`config.mk`:
```
export PLATFORM = sky130hd
export DESIGN_NAME = wand_stim_seq
export DESIGN_NICKNAME = d
export VERILOG_FILES = /design/src/rtl/wand_stim_seq.sv
export SDC_FILE = /design/constraint.sdc
export NUM_CORES = 1
export LEC_CHECK = 0
export CAP_MARGIN = 0
export CORE_ASPECT_RATIO = 0.6
export CORE_MARGIN = 2
export CORE_UTILIZATION = 46
export DETAILED_ROUTE_END_ITERATION = 8
export PLACE_DENSITY = 0.75
export SETUP_SLACK_MARGIN = 0.3
export SYNTH_ARGS = -nofsm -noshare
export SYNTH_HDL_FRONTEND = slang
export SYNTH_SLANG_ARGS = --single-unit
```
`constraint.sdc`:
```
create_clock -name clk -period 2.2 [get_ports clk]
set_clock_uncertainty 0.2 [all_clocks]
set_input_delay 0.44 -clock clk [delete_from_list [all_inputs] [get_ports clk]]
set_output_delay 0.44 -clock clk [all_outputs]
set_load 0.01 [all_outputs]
```
`src/rtl/wand_stim_seq.sv`:
```
// -----------------------------------------------------------------------------
// wand_stim_seq
// Stimulus sequencer for the wired-AND logic stage. It steps the stage inputs
// A,B,C,D through the patterns 0000..1111 and holds each pattern for H clocks.
// H is max(hold_cycles,1) and is latched at start. On the last hold clock of
// each pattern it samples z_in/q_in and compares both against (A&B)&(C|D).
// It counts the ones seen on each response and keeps a sticky mismatch flag.
//
// Ports
//   clk          in   system clock, rising edge
//   rst          in   asynchronous active-high reset
//   start        in   run request, honoured only in IDLE
//   hold_cycles  in   clocks per pattern (0 behaves as 1), latched at start
//   z_in, q_in   in   responses from the downstream combinational stage
//   A,B,C,D      out  stimulus bits 3..0, taken directly from pattern_idx
//   pattern_idx  out  current pattern index
//   busy         out  high during RUN
//   done         out  one-cycle pulse after the final sample
//   z_count      out  number of sampled z_in==1 in the last/current run
//   q_count      out  number of sampled q_in==1 in the last/current run
//   mismatch     out  sticky, set when any sample differs from expected
// -----------------------------------------------------------------------------
module wand_stim_seq #(
    parameter int HOLD_W = 4
) (
    input  logic              clk,
    input  logic              rst,
    input  logic              start,
    input  logic [HOLD_W-1:0] hold_cycles,
    input  logic              z_in,
    input  logic              q_in,
    output logic              A,
    output logic              B,
    output logic              C,
    output logic              D,
    output logic [3:0]        pattern_idx,
    output logic              busy,
    output logic              done,
    output logic [4:0]        z_count,
    output logic [4:0]        q_count,
    output logic              mismatch
);

    typedef enum logic [1:0] {
        S_IDLE = 2'd0,
        S_RUN  = 2'd1,
        S_DONE = 2'd2
    } state_t;

    localparam logic [HOLD_W-1:0] HOLD_ZERO = {HOLD_W{1'b0}};
    localparam logic [HOLD_W-1:0] HOLD_ONE  = {{(HOLD_W-1){1'b0}}, 1'b1};

    // Reference function of the wired-AND stage for a given pattern.
    function automatic logic expected_resp(input logic [3:0] pat);
        return (pat[3] & pat[2]) & (pat[1] | pat[0]);
    endfunction

    state_t            state_q, state_d;
    logic [3:0]        pattern_q, pattern_d;
    logic [HOLD_W-1:0] hold_cnt_q, hold_cnt_d;
    logic [HOLD_W-1:0] hold_lat_q, hold_lat_d;
    logic [4:0]        z_count_q, z_count_d;
    logic [4:0]        q_count_q, q_count_d;
    logic              mismatch_q, mismatch_d;
    logic              busy_q, busy_d;
    logic              done_q, done_d;
    logic              last_hold_s;
    logic              exp_s;

    // The hold counter runs 0..H-1. H is never 0, so H-1 cannot wrap.
    assign last_hold_s = (hold_cnt_q == (hold_lat_q - HOLD_ONE));
    assign exp_s       = expected_resp(pattern_q);

    // State register plus the registered datapath.
    always_ff @(posedge clk or posedge rst) begin
        if (rst) begin
            state_q    <= S_IDLE;
            pattern_q  <= 4'd0;
            hold_cnt_q <= HOLD_ZERO;
            hold_lat_q <= HOLD_ONE;
            z_count_q  <= 5'd0;
            q_count_q  <= 5'd0;
            mismatch_q <= 1'b0;
        end else begin
            state_q    <= state_d;
            pattern_q  <= pattern_d;
            hold_cnt_q <= hold_cnt_d;
            hold_lat_q <= hold_lat_d;
            z_count_q  <= z_count_d;
            q_count_q  <= q_count_d;
            mismatch_q <= mismatch_d;
        end
    end

    // Next-state logic for the IDLE -> RUN -> DONE -> IDLE sequence.
    always_comb begin
        state_d = state_q;
        case (state_q)
            S_IDLE: begin
                if (start) begin
                    state_d = S_RUN;
                end else begin
                    state_d = S_IDLE;
                end
            end
            S_RUN: begin
                if (last_hold_s && (pattern_q == 4'd15)) begin
                    state_d = S_DONE;
                end else begin
                    state_d = S_RUN;
                end
            end
            S_DONE:  state_d = S_IDLE;
            default: state_d = S_IDLE;
        endcase
    end

    // Datapath next values: run setup, hold counting, and sampling/scoring.
    always_comb begin
        pattern_d  = pattern_q;
        hold_cnt_d = hold_cnt_q;
        hold_lat_d = hold_lat_q;
        z_count_d  = z_count_q;
        q_count_d  = q_count_q;
        mismatch_d = mismatch_q;
        case (state_q)
            S_IDLE: begin
                if (start) begin
                    pattern_d  = 4'd0;
                    hold_cnt_d = HOLD_ZERO;
                    hold_lat_d = (hold_cycles == HOLD_ZERO) ? HOLD_ONE : hold_cycles;
                    z_count_d  = 5'd0;
                    q_count_d  = 5'd0;
                    mismatch_d = 1'b0;
                end else begin
                    pattern_d  = pattern_q;
                end
            end
            S_RUN: begin
                if (last_hold_s) begin
                    z_count_d  = z_count_q + {4'd0, z_in};
                    q_count_d  = q_count_q + {4'd0, q_in};
                    mismatch_d = mismatch_q | (z_in != exp_s) | (q_in != exp_s);
                    hold_cnt_d = HOLD_ZERO;
                    // The final pattern stays on the outputs until the next start.
                    if (pattern_q != 4'd15) begin
                        pattern_d = pattern_q + 4'd1;
                    end else begin
                        pattern_d = pattern_q;
                    end
                end else begin
                    hold_cnt_d = hold_cnt_q + HOLD_ONE;
                end
            end
            S_DONE: begin
                pattern_d = pattern_q;
            end
            default: begin
                pattern_d = pattern_q;
            end
        endcase
    end

    // Output decode from the next state, so busy/done are registered and line up with state.
    always_comb begin
        busy_d = 1'b0;
        done_d = 1'b0;
        case (state_d)
            S_IDLE: begin
                busy_d = 1'b0;
                done_d = 1'b0;
            end
            S_RUN: begin
                busy_d = 1'b1;
                done_d = 1'b0;
            end
            S_DONE: begin
                busy_d = 1'b0;
                done_d = 1'b1;
            end
            default: begin
                busy_d = 1'b0;
                done_d = 1'b0;
            end
        endcase
    end

    // Handshake output registers.
    always_ff @(posedge clk or posedge rst) begin
        if (rst) begin
            busy_q <= 1'b0;
            done_q <= 1'b0;
        end else begin
            busy_q <= busy_d;
            done_q <= done_d;
        end
    end

    assign pattern_idx = pattern_q;
    assign A           = pattern_q[3];
    assign B           = pattern_q[2];
    assign C           = pattern_q[1];
    assign D           = pattern_q[0];
    assign busy        = busy_q;
    assign done        = done_q;
    assign z_count     = z_count_q;
    assign q_count     = q_count_q;
    assign mismatch    = mismatch_q;

endmodule

```
==> impl_summary.md <==
Run status
The flow ran to the end, and the final reports show no timing, DRC or antenna violations.

Placed design
The count of buffers added on input and output ports is 29. The number of cells in the design after placement is 242. The placer's final routability congestion estimate is 0.823.

Summed over all nets, the half-perimeter wirelength after detailed placement is 2820 um. The minimum setup slack after placement is -224 ps. After detailed placement, the total cell area comes to 1970 um^2.

STA
In the finished design, the share of the clock period the worst path needs comes to 99.2%. The final sum of negative setup slack is 0 ps. The transition at the pin with the smallest max-transition slack is 504 ps. The final max-slew violation count is 0.

In this run the tightest slew margin relative to its limit is 66.2%. The worst setup slack after layout is 18.0 ps. The worst slack on hold paths is 265 ps. The final number of hold-violating endpoints was 0. The final-report setup violation count is 0. The final period demand of the worst path is 2180 ps. The highest attainable clock frequency is 0.458 GHz. Setup repair after global routing could not meet its margin everywhere.

Clock network
After clock tree synthesis, the clock-pin slew on the worst setup and hold paths is 90 ps. Clock tree synthesis inserted a total of 3 buffers. The number of H-tree branching levels is 1. Clock latency on the worst-skew pair, taken at its later pin, is 270 ps. CTS placed an instance of sky130_fd_sc_hd__clkbuf_8 at the clock tree root. Buffers inserted to repair hold after CTS numbered 0. The tree built by TritonCTS fans out to 27 sinks. The clock passes through at most 2 buffers. TritonCTS built the clock tree.

Power
The internal power of the cells totals 1.91 mW. The switching part of the total is 39.9%. For this design the static power due to leakage is 1.05 nW. The register share of total power is 27.5%. Summed over all nets, the switching power comes to 1.27 mW. The proportion of power drawn by the clock network is 8.9%. The peak supply drop is 750 uV. The power per cell area is 1450 nW/um^2. Per report_power, the combinational group accounts for 63.6% of the total.

The total design power is 3.18 mW.

Synthesis
The synthesized area is 1550 um^2. The number of warnings printed during yosys synthesis is 0. The count of cell types in the netlist is 41. Synthesis produced a netlist whose cell count is 166. The number of nets in the synthesized netlist is 183. Each instance of the synthesized netlist takes up on average 9.36 um^2. The sequential-to-total area share from yosys stat is 43.6%. Counting flops and latches in the post-synthesis netlist gives 27.

The most used flip-flop cell after synthesis is sky130_fd_sc_hd__dfrtp_1. The number of enable-type register cells in the synthesized netlist is 0. The share of flip-flops with an asynchronous set or reset is 100%.

Detailed routing
For this block, the initial DRC count from the detailed router was 56. The first detailed-routing pass took 4 iterations. For this run, design rule violations remaining after detail routing come to 0.

The final antenna-violating net count is 0. The routed length per instance is 14.9 um. Wires add up to 3910 um. Dividing the detail-routed via count by the number of cells gives 5.47.

The routed layout has 1,433 vias.

Final layout
The area added between synthesis and finish is 41.1%. The number of non-filler instances in the completed layout is 262. At the end of the flow the core is filled with cells to 67.6%. After routing the design area is 2190 um^2.

In the final layout, the share of cells above drive strength 1 is 25.3%. 0 antenna diodes ended up in the layout. The net count of the finished layout is 235.

Floorplan
The floorplan has 16 rows. The die outline area is 3870 um^2. The core footprint is 3240 um^2. The number of top-level design ports is 30. In this run the horizontal extent of the chip is 79.0 um. Once the floorplan was initialized, standard cells occupied 47.9% of the core. Measured along the y axis, the die boundary spans 49.0 um.

Worst hold path
In this run the worst hold path is classified as input port to async pin.

Global route
The via count of the first global-routing pass is 1,382. The first-pass GRT wire length is 6460 um. The largest net degree at the start of global routing is 20.

The initial antenna violation count was 0. The total overflow left after global routing is 0. The all-layer global routing usage is 21.1%.

Setup path
The required arrival time at the worst endpoint is 2210 ps. The startpoint-to-endpoint class of the critical path is flop to flop. The startpoint kind of the worst setup timing path is a flop. The arrival time of the worst setup path is 2190 ps. The highest net fanout along the worst path is 5. The kind of end point of the critical path is a flop.

Run
The tool flagged a number of max-cap violations equal to 0.
==> metal layers <==
layer | wire [um] | up-vias | part of all wire (%) | track usage (%)
met4 | 27 | 0 | 0.69 | 2.59
li1 | - | 695 | - | -
met5 | 0 | - | 0 | 0
met3 | 182 | 4 | 4.7 | 5.00
met2 | 1900 | 33 | 49 | 36.6
met1 | 1790 | 701 | 46 | 27.8
==> worst max-delay path: stages (launching register included) <==
cell	delay (ps)
sky130_fd_sc_hd__dfstp_2	550
sky130_fd_sc_hd__inv_2	50
sky130_fd_sc_hd__ha_4	260
sky130_fd_sc_hd__xor2_2	170
sky130_fd_sc_hd__nand3_2	140
sky130_fd_sc_hd__or2_4	290
sky130_fd_sc_hd__or4_1	400
sky130_fd_sc_hd__nand3_1	80
==> path summary, 6_finish.rpt <==
| check | startpoint | endpoint | slack, ps | cells past startpoint |
|---|---|---|---|---|
| setup / recovery | hold_lat_q[0] | q_count[3] | 20 | 7 |
| hold reg to reg | pattern_idx[0] | pattern_idx[0] | 330 | 1 |
| setup reg to reg | hold_lat_q[0] | q_count[3] | 20 | 7 |
| min in group clk | pattern_idx[0] | pattern_idx[0] | 330 | 1 |
| max in group asynchronous | rst | pattern_idx[0] | 1080 | 3 |
| hold / removal | rst | hold_lat_q[3] | 260 | 2 |
==> flip-flops by register name, indices dropped and copies added, names as in the netlist <==
| signal | flops |
|---|---|
| q_count | 5 |
| z_count | 5 |
| hold_cnt_q | 4 |
| hold_lat_q | 4 |
| pattern_idx | 4 |
| state_q | 2 |
| busy | 1 |
| done | 1 |
| mismatch | 1 |
==> area by class of cell <==
| class | instances | area (um^2) |
|---|---|---|
| timing repair buffer | 59 | 541 |
| fill | 267 | 1050 |
| clock buffer | 4 | 45.0 |
| multi-input combinational | 121 | 850 |
| sequential | 27 | 678 |
| inverter | 6 | 22.5 |
| tap | 45 | 56.3 |
==> logic make-up (layout without fill, tap and decap cells) <==
kind of cell / Yosys count / count (layout) / synth area share, %
AND/OR/NAND/NOR: 61 / 61 / 19.1
AO/OA/AOI/OAI: 41 / 41 / 17.5
flip-flops: 27 / 27 / 43.6
buffers and inverters: 18 / 69 / 5.80
adder cells (fa/ha/maj): 8 / 8 / 6.44
XOR/XNOR: 6 / 6 / 4.27
multiplexers: 5 / 5 / 3.38
==> what timing repair did <==
action                     4_1_cts  5_1_grt
setup buffers                    7        9
pin swaps                        6        0
resized for setup               10        9
setup endpoints to repair       33       33
==> Yosys cell counts, types with 3 or more instances <==
cell                       number  area (um^2)
sky130_fd_sc_hd__xnor2_1        3         26.3
sky130_fd_sc_hd__dfrtp_1       26          651
sky130_fd_sc_hd__a31o_2         6         52.6
sky130_fd_sc_hd__o21ai_0       16         80.1
sky130_fd_sc_hd__mux2i_1        3         30.0
sky130_fd_sc_hd__clkbuf_1       7         26.3
sky130_fd_sc_hd__buf_4          4         30.0
sky130_fd_sc_hd__a21oi_1        4         20.0
sky130_fd_sc_hd__nand3_1       10         50.1
sky130_fd_sc_hd__nor3_1         4         20.0
sky130_fd_sc_hd__a31oi_1        4         25.0
sky130_fd_sc_hd__nor2_1        10         37.5
sky130_fd_sc_hd__inv_1          6         22.5
sky130_fd_sc_hd__ha_1           8          100
sky130_fd_sc_hd__nor4_1         3         18.8
sky130_fd_sc_hd__nand2_1       21         78.8
==> cell usage in the layout (no fill, tap or decap), types with 2 or more instances in the layout <==
cell,netlist,final
sky130_fd_sc_hd__xnor2_1,3,3
sky130_fd_sc_hd__ha_1,8,7
sky130_fd_sc_hd__dlymetal6s2s_1,0,6
sky130_fd_sc_hd__o21ai_0,16,14
sky130_fd_sc_hd__inv_1,6,5
sky130_fd_sc_hd__nor3_1,4,3
sky130_fd_sc_hd__a31oi_1,4,4
sky130_fd_sc_hd__nand3_1,10,10
sky130_fd_sc_hd__o21ai_1,0,2
sky130_fd_sc_hd__clkbuf_8,0,3
sky130_fd_sc_hd__nand2_1,21,21
sky130_fd_sc_hd__dlygate4sd2_1,0,2
sky130_fd_sc_hd__nor2_1,10,9
sky130_fd_sc_hd__a211o_1,2,2
sky130_fd_sc_hd__mux2i_1,3,3
sky130_fd_sc_hd__dfrtp_1,26,25
sky130_fd_sc_hd__a31o_2,6,6
sky130_fd_sc_hd__a21oi_1,4,4
sky130_fd_sc_hd__and3_1,2,2
sky130_fd_sc_hd__clkdlybuf4s50_1,0,21
sky130_fd_sc_hd__a32o_1,2,2
sky130_fd_sc_hd__buf_4,4,29
sky130_fd_sc_hd__mux2_2,2,2
==> power by group through the flow <==
stage / sequential (mW) / clock, mW / combinational (mW)
global route: 0.904 / 0.313 / 2.20
finish: 0.876 / 0.283 / 2.02
CTS: 0.879 / 0.288 / 1.90
detailed placement: 0.925 / 0 / 1.72
global placement: 0.908 / 0 / 1.65
floorplan: 0.927 / 0 / 1.05
(Power assumes the default switching activity.)
